### config.mk
export PLATFORM = sky130hd
export DESIGN_NAME = f32_wrfifo_ctrl
export DESIGN_NICKNAME = d
export VERILOG_FILES = /design/src/rtl/f32_wrfifo_ctrl.sv
export SDC_FILE = /design/constraint.sdc
export NUM_CORES = 1
export LEC_CHECK = 0
export CAP_MARGIN = 20
export CORE_UTILIZATION = 34
export CTS_CLUSTER_DIAMETER = 50
export DETAILED_ROUTE_END_ITERATION = 16
export GPL_TIMING_DRIVEN = 0
export PLACE_DENSITY = 0.83
export SYNTH_ARGS = -nofsm -noshare
export SYNTH_HDL_FRONTEND = slang
export SYNTH_SLANG_ARGS = --single-unit
### constraint.sdc
create_clock -name clk -period 4.6 [get_ports clk]
set_input_delay 0.46 -clock clk [delete_from_list [all_inputs] [get_ports clk]]
set_output_delay 0.46 -clock clk [all_outputs]
set_load 0.005 [all_outputs]
### src/rtl/f32_wrfifo_ctrl.sv
// f32_wrfifo_ctrl: occupancy and shift/load select sequencing for one f32 write FIFO lane (optional F32_WRFIFO_ERRCHK_EN adds sticky fifo_err)
module f32_wrfifo_ctrl #(
  parameter int WFFOCNT = 16,
  parameter int CNTW    = 5
) (
  input  logic            clk,
  input  logic            rst,
  input  logic            push_vld,
  output logic            push_rdy,
  input  logic [1:0]      pop_cnt,
  output logic [2:0]      wrfifo_new_dat_sel [0:WFFOCNT-1],
  output logic [3:0]      wrfifo_dcnt [0:WFFOCNT-1],
  output logic [CNTW-1:0] fifo_cnt,
`ifdef F32_WRFIFO_ERRCHK_EN
  output logic            fifo_err,
`endif
  output logic [1:0]      head_vld
);
  logic [CNTW-1:0] r_cnt;
  logic [1:0]      w_pc;
  logic [1:0]      w_eff;
  logic [CNTW-1:0] w_tail;
  logic            w_push;
  assign w_pc     = (pop_cnt == 2'd3) ? 2'd2 : pop_cnt;
  assign w_eff    = (CNTW'(w_pc) > r_cnt) ? r_cnt[1:0] : w_pc;
  assign w_tail   = r_cnt - CNTW'(w_eff);
  assign push_rdy = !rst && (w_tail < CNTW'(WFFOCNT));
  assign w_push   = push_vld && push_rdy;
  assign fifo_cnt = r_cnt;
  assign head_vld = {r_cnt > CNTW'(1), r_cnt != '0};
  // Per-entry select: surviving entries shift toward the head, the tail slot loads, the rest hold
  always_comb begin
    for (int i = 0; i < WFFOCNT; i++) begin
      wrfifo_new_dat_sel[i] = 3'b100;
      wrfifo_dcnt[i]        = '0;
      if (!rst && CNTW'(i) < w_tail && w_eff != 2'd0) begin
        wrfifo_new_dat_sel[i] = 3'b010;
        wrfifo_dcnt[i]        = 4'(w_eff);
      end else if (CNTW'(i) == w_tail && w_push) begin
        wrfifo_new_dat_sel[i] = 3'b001;
      end
    end
  end
  // Occupancy tracks the array contents, updating on the same edge that captures the selects
  always_ff @(posedge clk or posedge rst) begin
    if (rst) r_cnt <= '0;
    else     r_cnt <= w_tail + CNTW'(w_push);
  end
`ifdef F32_WRFIFO_ERRCHK_EN
  logic r_err;
  assign fifo_err = r_err;
  // Sticky flag for over-pop, pop_cnt of 3, or a push while not ready; cleared only by reset
  always_ff @(posedge clk or posedge rst) begin
    if (rst) r_err <= 1'b0;
    else     r_err <= r_err | (CNTW'(pop_cnt) > r_cnt) | (pop_cnt == 2'd3) | (push_vld && !push_rdy);
  end
`endif
endmodule
# After elaboration in Yosys (flattened, before gate mapping)
# Index checks and enable logic that the tools add are counted.
classes:
  magnitude_cmp: 19
  n_reduce_logical: 54
  muxes: 50
  add_sub_neg: 2
  n_eq_ne: 16
op_table:
  columns: ["cell", "n"]
  rows:
  - ["$mux 3", 32]
  - ["$logic_and 1x1->1", 50]
  - ["$eq 4x5->1 const A", 8]
  - ["$lt 4x5->1 const A", 8]
  - ["$mux 2", 18]
  - ["$eq 3x5->1 const A", 4]
  - ["$lt 3x5->1 const A", 4]
  - ["$eq 2x5->1 const A", 2]
  - ["$lt 1x5->1 const A", 2]
  - ["$lt 2x5->1 const A", 2]
  - ["$add 5x1->5", 1]
  - ["$eq 1x5->1 const A", 1]
  - ["$gt 2x5->1", 1]
  - ["$gt 5x1->1 const B", 1]
  - ["$logic_not 5->1", 1]
  - ["$lt 5x5->1 const B", 1]
  - ["$reduce_bool 5->1", 1]
  - ["$sub 5x2->5", 1]
  - ["$eq 2x2->1 const B", 1]
  - ["$reduce_bool 2->1", 1]
  - ["$logic_not 1->1", 1]
totals:
  input_bits: 5
  output_inout_bits: 120
  ff_bits: 5
  elab_cells: 142

# Logic depth before layout (Yosys ltp)
logic_depth:
  ltp_word: 11
  mapped_depth: 16
  ltp_nobuf: 15

# Least setup slack after synthesis
# No wires, ideal clock.
synth_path:
  kind: "register to output"
  from: "register r_cnt[1], in the netlist fifo_cnt[1]"
  to: "output wrfifo_new_dat_sel[23] (netlist bit)"
  setup_slack_ns: 0.477
  path_buffers: 0
  t_arrival_ns: 3.663
  stages_incl_launch_ff: 16
  required_time_ns: 4.140
  path_cell_list: "dfrtp_1 -> inv_1 -> ha_1 -> a2111oi_4 -> o21ai_2 -> mux2_2 -> inv_1 -> ha_1 -> inv_1 -> fa_1 -> o31ai_1 -> nand2_2 -> o31ai_2 -> or2_1 -> inv_2 -> a32oi_1"
synth_lines:
  columns: ["element", "line_no", "source"]
  rows:
  - ["from (decl)", "19", "logic [CNTW-1:0] r_cnt;"]
  - ["from (signal assigned)", "47", "else r_cnt <= w_tail + CNTW'(w_push);"]
  - ["to (decl)", "11", "output logic [2:0] wrfifo_new_dat_sel [0:WFFOCNT-1],"]

==> qor.yml <==
antenna_found_initial: 0
drt_iter0_drc: 213
ys.warnings.count: 0
via_count: 2350
setup_violations: 5
diodes: 0
combPwrFrac_pct: 93.0
clk_path_buf_depth: 2
path_max_fanout: 8
die-area_sq_um: 4870
total_power_mw: 2.54
syn_area_sq_um: 1560
relSlewSlack_pct: 45.9
post-route-util_pct: 78.9
layout.cells.non_filler: 444
max_freq_mhz: 216
boundaryPins: 125
postSynth.asyncResetShare_pct: 100
share_clk_of_total_power_pct: 3.1
overflow: 0
synth-edff-count: 0
ys_seq_area_share_pct: 8.01
dp_slack_ns: -1.10
drive_above_1_share_pct: 40.6
fin_crit_sh_pct: 101
ys_ff_latch: 5
synth_area_leaders: "buf_4 17%, nor2_1 8.4%, dfrtp_1 8.0%"
crit_required_ns: 4.14
die_w_microns: 69.8
avgViaCountPerCell: 5.29
grt_pass1_vias: 2040
holdBufCountCts: 0
cts.sink_count: 5
max_cap_violations: 0
crit_arrival_ns: 4.17
internal_power_mw: 1.25
num-fill-cells: 270
endpoint_kind: "output port"
synthTopCellsByCount: "35 x buf_4, 35 x nor2_1"
ant_nets: 0
die_h_microns: 69.8
syn_to_final_growth_pct: 121
status: "complete, but fails checks"
reg2regPathDepth: 17
p_seq_share_pct: 3.8
rows: 24
multi_input_area_sq_um: 1560
rsz0062_at_grt: "true"
place_hpwl_microns: 4470
grt_max_degree: 12
critical_path_class: "in2out"
synth_cells: 224
synth_ff_type: "dfrtp_1"
drv_slew: 0
core_sq_um: 4380
fin_area_sq_um: 3460
dp.cells: 399
fin_nets: 405
h-tree-depth: 1
drc: 0
synth.top_cell.area_share_pct: 16.8
ys_types: 50
numPortBuffers: 92
tightestPinTransition_ns: 0.812
cts_buffers: 3
violations: "setup timing"
holdWs_ns: 0.726
leakagePower_nw: 1.82
fin_ws_ns: -0.0296
drtPass1Iterations: 5
p_sw_mw: 1.28
power_density_nw_per_um2: 734
regArea_sq_um: 126
place_congestion: 0.964
track_usage_pct: 25.8
finalWorstPathRequiredPeriod_ns: 4.63
hold_viol: 0
min_path_type: "in2async"
peakVddDrop_mv: 0.390
skew_ns: 0.00136
p_sw_share_pct: 50.6
syn_avg_cell_area_sq_um: 6.97
start_util_pct: 35.6
grt_pass1_wl_microns: 10300
yosys.area.top_type: "buf_4"
cts_tree: "done"
placedInstanceArea_sq_um: 2660
cts-root-buf: "clkbuf_8"
wl_microns: 7660
clk_pin_slew_ns: 0.04
fin_setup_tns_ns: -0.0709
wl_per_cell_microns: 17.2
largest_reg_flops: 5
insertion_delay_ns: 0.22
critPathLaunchType: "input pin"
==> final timing paths <==
check                             from                      to  slack (ns)
setup reg to reg           fifo_cnt[1]             fifo_cnt[4]        0.75
max in group asynchronous          rst             fifo_cnt[1]        3.54
hold / removal                     rst             fifo_cnt[2]        0.73
min in group clk           fifo_cnt[2]             fifo_cnt[4]        0.85
setup / recovery            pop_cnt[1]  wrfifo_new_dat_sel[47]       -0.03
hold reg to reg            fifo_cnt[2]             fifo_cnt[4]        0.85
==> cells by family after synthesis <==
logic type	after synthesis	share of synthesized area, %
other	1	0.240
DFF	5	8.01
xor gates and xnor gates	6	3.37
and+or+nand+nor	102	33.9
muxes	3	2.32
AOI/OAI and AO/OA	44	23.4
buffers and inverters	56	22.7
adders and majority gates	7	6.09
==> placed cells by master, fill, tap and decap left out, drive strengths merged, types with 3 or more instances in the layout <==
master	n
or2	3
a211oi	9
nand2	14
and2	11
dlymetal6s2s	21
nor2	36
dfrtp	5
xnor2	5
nand2b	5
nor2b	11
clkbuf	11
a311oi	5
a21oi	9
inv	9
nor3	12
dlygate4sd2	22
clkdlybuf4s50	41
or4	3
nand3	4
conb	32
a31oi	3
clkdlybuf4s15	5
o31ai	3
ha	6
o21ai	5
buf	84
==> critical path, stage by stage <==
cell,delay [ns]
buf_2,0.14
buf_6,0.13
ha_4,0.22
a2111oi_4,0.36
o21ai_2,0.16
mux2_4,0.35
inv_4,0.07
ha_4,0.13
inv_1,0.06
fa_2,0.39
buf_6,0.16
o31ai_4,0.29
and4_4,0.33
nand3_4,0.16
nor3_2,0.21
nor2_1,0.07
clkdlybuf4s50_1,0.48
==> routing by layer <==
metal | global-route usage [%] | vias to the layer above | part of all wire [%]
li1 | - | 1053 | -
met1 | 31.2 | 1093 | 36
met2 | 48.3 | 178 | 51
met3 | 3.78 | 26 | 9.8
met4 | 4.67 | 0 | 2.8
met5 | 0 | - | 0
==> layout make-up <==
class | instances | area share [%]
plain buffers | 46 | 10.2
clock buffers | 4 | 1.30
inverters | 9 | 1.12
multi-input cells | 194 | 45.1
flip-flops and latches | 5 | 3.65
well taps | 52 | 1.88
repair buffers | 134 | 36.8
==> power by group through the flow <==
stage | clock, mW | sequential, mW | combinational [mW]
finish | 0.0791 | 0.0977 | 2.36
global route | 0.0852 | 0.100 | 2.47
CTS | 0.0815 | 0.0923 | 1.91
detailed placement | 0 | 0.0982 | 1.59
global placement | 0 | 0.0965 | 1.56
floorplan | 0 | 0.0939 | 0.882
==> what timing repair did <==
action	in CTS	in global routing
hold endpoints to repair	0	0
setup endpoints to repair	81	60
pin swaps	11	16
gates resized for setup	99	59
setup buffers	17	25
Note: power is estimated with default switching activity, not from simulation.
